===== src/rtl/uart_rx_ctrl_if.sv =====
// -----------------------------------------------------------------------------
// uart_rx_ctrl_if
// Byte stream from the UART receive controller to the command decoder.
//   m_valid  byte available in the one-entry buffer
//   m_data   received byte
//   m_perr   parity error flag for m_data
//   m_ferr   frame error flag for m_data
//   m_ready  consumer accepts when m_valid & m_ready
// master: the controller (drives valid/data/flags); slave: the consumer.
// -----------------------------------------------------------------------------
interface uart_rx_ctrl_if;
    logic       m_valid;
    logic [7:0] m_data;
    logic       m_perr;
    logic       m_ferr;
    logic       m_ready;

    modport master (output m_valid, m_data, m_perr, m_ferr, input m_ready);
    modport slave  (input m_valid, m_data, m_perr, m_ferr, output m_ready);
endinterface


===== src/rtl/uart_rx_ctrl.sv =====
// -----------------------------------------------------------------------------
// uart_rx_ctrl
// Sits in front of the UART receiver core. Generates the oversampling tick,
// owns the runtime frame configuration (applied only between frames) and
// buffers each received byte with its error flags for the command decoder.
//
// Ports:
//   clk, reset_n         system clock, asynchronous active-low reset
//   cfg_wr, cfg_*        strobe + values captured (sanitised) into pending config
//   rx                   synchronised serial line (same signal the core sees)
//   s_tick               oversample tick to the core
//   data_bits, stop_bits, parity_bits   active frame config to the core
//   rx_done_tick, rx_dout, rx_parity_error, rx_frame_error   core outputs
//   m_if                 one-entry valid/ready byte buffer (master side)
//   overrun, ovr_clr     sticky dropped-byte flag and its clear
//   perr_cnt, ferr_cnt, cnt_clr   saturating error counters and their clear
//   busy                 frame in progress or config change pending
// -----------------------------------------------------------------------------
module uart_rx_ctrl #(
    parameter logic [15:0] DIV_DEFAULT = 16'd325,
    parameter int          CNT_W       = 8
) (
    input  logic             clk,
    input  logic             reset_n,
    input  logic             cfg_wr,
    input  logic [15:0]      cfg_div,
    input  logic [3:0]       cfg_data_bits,
    input  logic [5:0]       cfg_stop_bits,
    input  logic [1:0]       cfg_parity,
    input  logic             rx,
    output logic             s_tick,
    output logic [3:0]       data_bits,
    output logic [5:0]       stop_bits,
    output logic [1:0]       parity_bits,
    input  logic             rx_done_tick,
    input  logic [7:0]       rx_dout,
    input  logic             rx_parity_error,
    input  logic             rx_frame_error,
    uart_rx_ctrl_if.master   m_if,
    output logic             overrun,
    input  logic             ovr_clr,
    output logic [CNT_W-1:0] perr_cnt,
    output logic [CNT_W-1:0] ferr_cnt,
    input  logic             cnt_clr,
    output logic             busy
);

    typedef enum logic {IDLE, ACTIVE} state_t;

    localparam logic [CNT_W-1:0] CNT_MAX = {CNT_W{1'b1}};
    localparam logic [CNT_W-1:0] CNT_ONE = {{(CNT_W-1){1'b0}}, 1'b1};

    state_t      state_q, state_d;

    logic [15:0] act_div;
    logic [15:0] tick_cnt;

    logic        pending;
    logic [15:0] pend_div;
    logic [3:0]  pend_data_bits;
    logic [5:0]  pend_stop_bits;
    logic [1:0]  pend_parity;

    logic [3:0]  san_data_bits;
    logic [5:0]  san_stop_bits;
    logic [1:0]  san_parity;
    logic        apply;

    logic        done_d;
    logic        valid_q;
    logic [7:0]  data_q;
    logic        perr_q;
    logic        ferr_q;
    logic        buf_free;
    logic        cap_perr;

    // ---------------------------------------------------------------------
    // Frame tracking FSM
    // ---------------------------------------------------------------------
    always_ff @(posedge clk or negedge reset_n) begin
        if (!reset_n) begin
            state_q <= IDLE;
        end else begin
            // NOTE: sequential state uses non-blocking assignments so every
            // register samples pre-edge values regardless of statement order.
            state_q <= state_d;
        end
    end

    always_comb begin
        // NOTE: default first so no path leaves state_d unassigned (no latch).
        state_d = state_q;
        case (state_q)
            IDLE:    if (!rx)         state_d = ACTIVE;
            ACTIVE:  if (rx_done_tick) state_d = IDLE;
            default: state_d = IDLE;
        endcase
    end

    // ---------------------------------------------------------------------
    // Configuration: sanitise at capture, apply only between frames
    // ---------------------------------------------------------------------
    assign san_data_bits = (cfg_data_bits == 4'd7 || cfg_data_bits == 4'd8) ? cfg_data_bits : 4'd8;
    assign san_stop_bits = (cfg_stop_bits == 6'd0) ? 6'd16 : cfg_stop_bits;
    assign san_parity    = (cfg_parity == 2'd3) ? 2'd0 : cfg_parity;

    // Line high and FSM idle: no frame is being sampled by the core.
    assign apply = pending && (state_q == IDLE) && rx;

    always_ff @(posedge clk or negedge reset_n) begin
        if (!reset_n) begin
            act_div        <= DIV_DEFAULT;
            data_bits      <= 4'd8;
            stop_bits      <= 6'd16;
            parity_bits    <= 2'd0;
            pending        <= 1'b0;
            pend_div       <= DIV_DEFAULT;
            pend_data_bits <= 4'd8;
            pend_stop_bits <= 6'd16;
            pend_parity    <= 2'd0;
        end else begin
            if (apply) begin
                act_div     <= pend_div;
                data_bits   <= pend_data_bits;
                stop_bits   <= pend_stop_bits;
                parity_bits <= pend_parity;
            end
            // A write landing on the apply cycle becomes the next pending set.
            if (cfg_wr) begin
                pend_div       <= cfg_div;
                pend_data_bits <= san_data_bits;
                pend_stop_bits <= san_stop_bits;
                pend_parity    <= san_parity;
                pending        <= 1'b1;
            end else if (apply) begin
                pending <= 1'b0;
            end
        end
    end

    // ---------------------------------------------------------------------
    // Oversample tick: counter 0..div-1, tick on the last count.
    // Divisors 0 and 1 both mean a tick every cycle.
    // ---------------------------------------------------------------------
    assign s_tick = (act_div <= 16'd1) || (tick_cnt == act_div - 16'd1);

    always_ff @(posedge clk or negedge reset_n) begin
        if (!reset_n) begin
            tick_cnt <= 16'd0;
        end else if (apply || s_tick) begin
            tick_cnt <= 16'd0;
        end else begin
            tick_cnt <= tick_cnt + 16'd1;
        end
    end

    // ---------------------------------------------------------------------
    // Byte path: the core's error flags settle one cycle after its done
    // pulse, so everything is captured on the delayed pulse.
    // ---------------------------------------------------------------------
    assign buf_free = !valid_q || m_if.m_ready;
    assign cap_perr = rx_parity_error && (parity_bits != 2'd0);

    always_ff @(posedge clk or negedge reset_n) begin
        if (!reset_n) begin
            done_d  <= 1'b0;
            valid_q <= 1'b0;
            data_q  <= 8'd0;
            perr_q  <= 1'b0;
            ferr_q  <= 1'b0;
            overrun <= 1'b0;
        end else begin
            done_d <= rx_done_tick;

            if (done_d && buf_free) begin
                valid_q <= 1'b1;
                data_q  <= rx_dout;
                perr_q  <= cap_perr;
                ferr_q  <= rx_frame_error;
            end else if (valid_q && m_if.m_ready) begin
                valid_q <= 1'b0;
            end

            // A drop in the same cycle as a clear keeps the flag set.
            if (done_d && !buf_free) begin
                overrun <= 1'b1;
            end else if (ovr_clr) begin
                overrun <= 1'b0;
            end
        end
    end

    assign m_if.m_valid = valid_q;
    assign m_if.m_data  = data_q;
    assign m_if.m_perr  = perr_q;
    assign m_if.m_ferr  = ferr_q;

    // ---------------------------------------------------------------------
    // Saturating error counters; dropped bytes still count, clear wins.
    // ---------------------------------------------------------------------
    always_ff @(posedge clk or negedge reset_n) begin
        if (!reset_n) begin
            perr_cnt <= '0;
            ferr_cnt <= '0;
        end else if (cnt_clr) begin
            perr_cnt <= '0;
            ferr_cnt <= '0;
        end else if (done_d) begin
            if (cap_perr && perr_cnt != CNT_MAX) begin
                perr_cnt <= perr_cnt + CNT_ONE;
            end
            if (rx_frame_error && ferr_cnt != CNT_MAX) begin
                ferr_cnt <= ferr_cnt + CNT_ONE;
            end
        end
    end

    assign busy = (state_q == ACTIVE) || pending;

endmodule


===== src/flat_wrapper.sv =====
// flat-port wrapper written by rule: the top's interface ports become plain ports
module uart_rx_ctrl_flat 
#(
    parameter logic [15:0] DIV_DEFAULT = 16'd325,
    parameter int          CNT_W       = 8
)
  (clk, reset_n, cfg_wr, cfg_div, cfg_data_bits, cfg_stop_bits, cfg_parity, rx, s_tick, data_bits, stop_bits, parity_bits, rx_done_tick, rx_dout, rx_parity_error, rx_frame_error, overrun, ovr_clr, perr_cnt, ferr_cnt, cnt_clr, busy, m_if_m_valid, m_if_m_data, m_if_m_perr, m_if_m_ferr, m_if_m_ready);
  uart_rx_ctrl_if m_if_i ();
  input  logic clk;
  input  logic reset_n;
  input  logic cfg_wr;
  input  logic [15:0] cfg_div;
  input  logic [3:0] cfg_data_bits;
  input  logic [5:0] cfg_stop_bits;
  input  logic [1:0] cfg_parity;
  input  logic rx;
  output logic s_tick;
  output logic [3:0] data_bits;
  output logic [5:0] stop_bits;
  output logic [1:0] parity_bits;
  input  logic rx_done_tick;
  input  logic [7:0] rx_dout;
  input  logic rx_parity_error;
  input  logic rx_frame_error;
  output logic overrun;
  input  logic ovr_clr;
  output logic [CNT_W-1:0] perr_cnt;
  output logic [CNT_W-1:0] ferr_cnt;
  input  logic cnt_clr;
  output logic busy;
  output wire logic [$bits(m_if_i.m_valid)-1:0] m_if_m_valid;
  output wire logic [$bits(m_if_i.m_data)-1:0] m_if_m_data;
  output wire logic [$bits(m_if_i.m_perr)-1:0] m_if_m_perr;
  output wire logic [$bits(m_if_i.m_ferr)-1:0] m_if_m_ferr;
  input wire logic [$bits(m_if_i.m_ready)-1:0] m_if_m_ready;
  assign m_if_m_valid = m_if_i.m_valid;
  assign m_if_m_data = m_if_i.m_data;
  assign m_if_m_perr = m_if_i.m_perr;
  assign m_if_m_ferr = m_if_i.m_ferr;
  assign m_if_i.m_ready = m_if_m_ready;
  uart_rx_ctrl #(.DIV_DEFAULT(DIV_DEFAULT), .CNT_W(CNT_W)) u_core (.clk(clk), .reset_n(reset_n), .cfg_wr(cfg_wr), .cfg_div(cfg_div), .cfg_data_bits(cfg_data_bits), .cfg_stop_bits(cfg_stop_bits), .cfg_parity(cfg_parity), .rx(rx), .s_tick(s_tick), .data_bits(data_bits), .stop_bits(stop_bits), .parity_bits(parity_bits), .rx_done_tick(rx_done_tick), .rx_dout(rx_dout), .rx_parity_error(rx_parity_error), .rx_frame_error(rx_frame_error), .m_if(m_if_i), .overrun(overrun), .ovr_clr(ovr_clr), .perr_cnt(perr_cnt), .ferr_cnt(ferr_cnt), .cnt_clr(cnt_clr), .busy(busy));
endmodule

===== config.mk =====
export PLATFORM = sky130hd
export DESIGN_NAME = uart_rx_ctrl_flat
export DESIGN_NICKNAME = d
export VERILOG_FILES = /design/src/rtl/uart_rx_ctrl_if.sv /design/src/rtl/uart_rx_ctrl.sv /design/src/flat_wrapper.sv
export SDC_FILE = /design/constraint.sdc
export NUM_CORES = 1
export LEC_CHECK = 0
export ABC_AREA = 1
export BUFFER_PORTS_ARGS = -buffer_cell sky130_fd_sc_hd__buf_2
export CAP_MARGIN = 20
export CORE_UTILIZATION = 33
export DETAILED_ROUTE_END_ITERATION = 8
export GPL_ROUTABILITY_DRIVEN = 0
export PLACE_DENSITY_LB_ADDON = 0.1
export SYNTH_ARGS = -nofsm -noshare
export SYNTH_HDL_FRONTEND = slang
export SYNTH_SLANG_ARGS = --single-unit

===== constraint.sdc =====
create_clock -name clk -period 2.6 [get_ports clk]
set_clock_uncertainty 0.15 [all_clocks]
set_input_delay 0.13 -clock clk [delete_from_list [all_inputs] [get_ports clk]]
set_output_delay 0.13 -clock clk [all_outputs]
set_load 0.01 [all_outputs]

==> reports/results.txt <==
Register area share after synthesis: 51.49%
Family with the most delay on the worst path: simple AND/OR/NAND/NOR gates
WP data required: 2320 ps
CTS Buf Count: 9
DR pass1 iterations: 6
Die X: 125.5 um
Combinational share of power: 25.4%
CP max FO: 3
Crit. End Element: output port
H-tree Lvls: 3
Share of layout cells above drive strength 1: 20.56%
Post-synth cell types: 36
Row count: 44
Syn Std Cell Area: 5035 sq um
Initial Util: 34.25%
Die ar.: 15760 sq um
Fin Hold WS: 19.80 ps
Final Max Tran Viols: 0
Vias per cell: 4.593
Min Clock Period, post-route: 2481 ps
Violated checks: design-rule violations
Largest net degree at the start of global routing: 45
EDFF count, synth: 0
Max IR drop VDD: 350.2 uV
Slew HR: 64.49%
Total Nets Final: 795
Critical path arrival: 2200 ps
Int Power: 0.003109 W
Power Dens Cells: 729.0 nW/um^2
CTS tree: built
Critical path's most frequent cell: nand2_1
Crit path launch type: register
Commonest non-fill, non-tap cells in the layout: nand2_1 (182), dfrtp_1 (91), buf_2 (86)
Drt drc: 2
Clk sinks: 103
Syn Area/Cell: 8.200 sq um
Total number of yosys warnings: 0
Setup_tns: 0 ps
Fin cells: 933
Final Setup Violations: 0
Remaining Overflow, GRT: 0
Clock Tree Buf Depth: 2
DP Cell Count: 871
DR iter-0 viols: 203
P_leak: 3.173 nW
Asr flop ratio synth: 100.0%
Core Box Area: 14700 sq um
Fin. Hold Viols: 0
Total power: 0.004689 W
Worst path cell trace: inv_4 > ha_4 > inv_1 > nand2_1 > nand2_1 > nor2_1 > nand2_1 > nor2_1 > nand2_1 > nor2_1 > nand2_1 > nor2_2 > nand2_2 > nand2_2 > buf_2
Ant. Diodes: 0
Syn_nets: 665
WS Path Type: reg -> out
Sequential share of power: 44.5%
Area fraction of the dominant cell type after synthesis: 45.23%
Crit-path max cell delay: 570 ps
Number of port buffers: 87
Psw: 0.001580 W
Switching share of total power: 33.69%
Max-Cap Viols: 0
Drt total wl: 11.79 mm
Most common cell after layout, fill and taps aside: nand2_1
Yosys top cell by area: dfrtp_1
Antenna-violating nets left: 0
Outcome: finished, violations left
Initial antenna violation count: 0
Post-Place Worst Slack: 317.1 ps
Die height: 125.5 um
Clock root cell: clkbuf_16
DP HPWL: 8.413 mm
Worst-Skew Late Latency: 350 ps
Post-synthesis register bit count: 103
Top FF cell, synth: dfrtp_1
Vias in the first global route: 4131
Total GRT Usage: 15.86%
WP buf/inv: 3
First-pass GRT wire length: 20.09 mm
Max Freq: 403.1 MHz
Area growth from synthesis to layout: 27.76%
Largest cells by area after synthesis: dfrtp_1 (45%), nand2_1 (14%), dfstp_2 (6.3%), o21ai_0 (6.1%), inv_1 (5.4%)
Worst setup margin: 119.1 ps
Clock power share: 30.1%
Cells after Synth: 614
Vias: 4285
Crit share post-route: 95.42%
Worst-margin pin slew: 530.7 ps
Hold Path Class: in -> reg
Io pins: 88
CTS clk-pin slew, worst paths: 70 ps
Routed WL per cell: 12.64 um
CP max-delay cell: dfstp_2
==> state kept, by name, summed over array words and instances (netlist names), 2 cells and up <==
| signal | count |
|---|---|
| u_core.data_bits | 4 |
| u_core.m_if.m_data | 8 |
| u_core.tick_cnt | 16 |
| u_core.pend_data_bits | 4 |
| u_core.pend_stop_bits | 6 |
| u_core.act_div | 16 |
| u_core.pend_div | 16 |
| u_core.ferr_cnt | 8 |
| u_core.perr_cnt | 8 |
| u_core.parity_bits | 2 |
| u_core.pend_parity | 2 |
| u_core.stop_bits | 6 |
==> routing by layer <==
layer	wire length [um]	vias up	global-route usage, %
met3	555	13	3.209
li1	-	2196	-
met2	5302	95	24.31
met1	5777	1981	22.37
met5	0	-	0
met4	157	0	5.165
==> cells by family after synthesis <==
| kind of cell | Yosys count | synth area share (%) |
|---|---|---|
| XOR/XNOR | 24 | 4.175 |
| flip-flops | 103 | 51.49 |
| multiplexers | 2 | 0.4473 |
| AO/OA/AOI/OAI | 83 | 8.648 |
| adder cells (fa/ha/maj) | 5 | 1.243 |
| AND/OR/NAND/NOR | 304 | 26.54 |
| buffers and inverters | 93 | 7.455 |
==> worst register-to-register path: stages (launching register included) <==
cell     delay, ps
dfstp_2        570
inv_4           50
ha_4           260
inv_1           40
nand2_1         40
nand2_1         40
nor2_1         110
nand2_1         60
nor2_1          90
nand2_1         60
nor2_1          80
nand2_1         60
nor2_2         110
nand2_2         70
buf_4          140
nand3_4        190
nor2_1          80
==> power groups by stage <==
stage	registers [W]	logic (W)	clock network, W
detailed placement	0.00211	0.00112	0
global placement	0.00211	0.00110	0
global route	0.00212	0.00137	0.00153
finish	0.00209	0.00119	0.00141
floorplan	0.00208	0.000777	0
CTS	0.00208	0.00117	0.00147
==> Yosys cell counts (2+ instances only) <==
master and number:
nand2_1 183, o31ai_1 2, nor4_1 5, xnor2_1 7, nand3b_1 5, nor2_2 15
mux2_2 2, dfrtp_1 91, nand3_1 22, nand2_2 5, o21a_1 2, nor2_4 4
a21oi_1 14, dfstp_2 12, nand4_1 11, xor2_1 17, clkbuf_1 13, o21ai_0 61
nor2_1 46, clkbuf_2 2, nor3_1 5, ha_1 5, inv_1 72
==> per-stage QoR <==
stage          instance area, sq um  util [%]
3_3_place_gp                   5655     38.47
6_report                       6432     43.76
3_5_place_dp                   5655     38.47
4_1_cts                        6400     43.54
2_1_floorplan                  5035         -
5_1_grt                        6432     43.76
==> layout make-up <==
cell class	count	area, sq um
Clock inverter	6	75.07
Inverter	74	280.3
Timing Repair Buffer	138	943.4
Clock buffer	10	229.0
Fill cell	1486	8267
Tap cell	184	230.2
Sequential cell	103	2592
Multi-Input combinational cell	418	2082
==> path summary, 6_finish.rpt <==
check,from,cells past startpoint,to,slack (ps)
worst min-delay path,rx_parity_error,3,u_core.m_if.m_perr$_DFFE_PN0P_,20
min in group asynchronous,reset_n,2,u_core.m_if.m_data[2]$_DFFE_PN0P_,140
max in group asynchronous,reset_n,3,u_core.pend_data_bits[3]$_DFFE_PN1P_,1400
worst max register to register,u_core.act_div[0]$_DFFE_PN1P_,16,u_core.tick_cnt[3]$_DFF_PN0_,260
worst max-delay path,u_core.act_div[0]$_DFFE_PN1P_,15,s_tick,120
worst min register to register,u_core.pend_div[0]$_DFFE_PN1P_,2,u_core.pend_div[0]$_DFFE_PN1P_,330
==> timing repair <==
action	4_1_cts	5_1_grt
setup endpoints to repair	0	1
resized for setup	0	5
hold buffers	44	0
endpoints found under the hold margin	81	0
setup buffers	0	2
No activity file was read; power rests on OpenSTA's default activity.
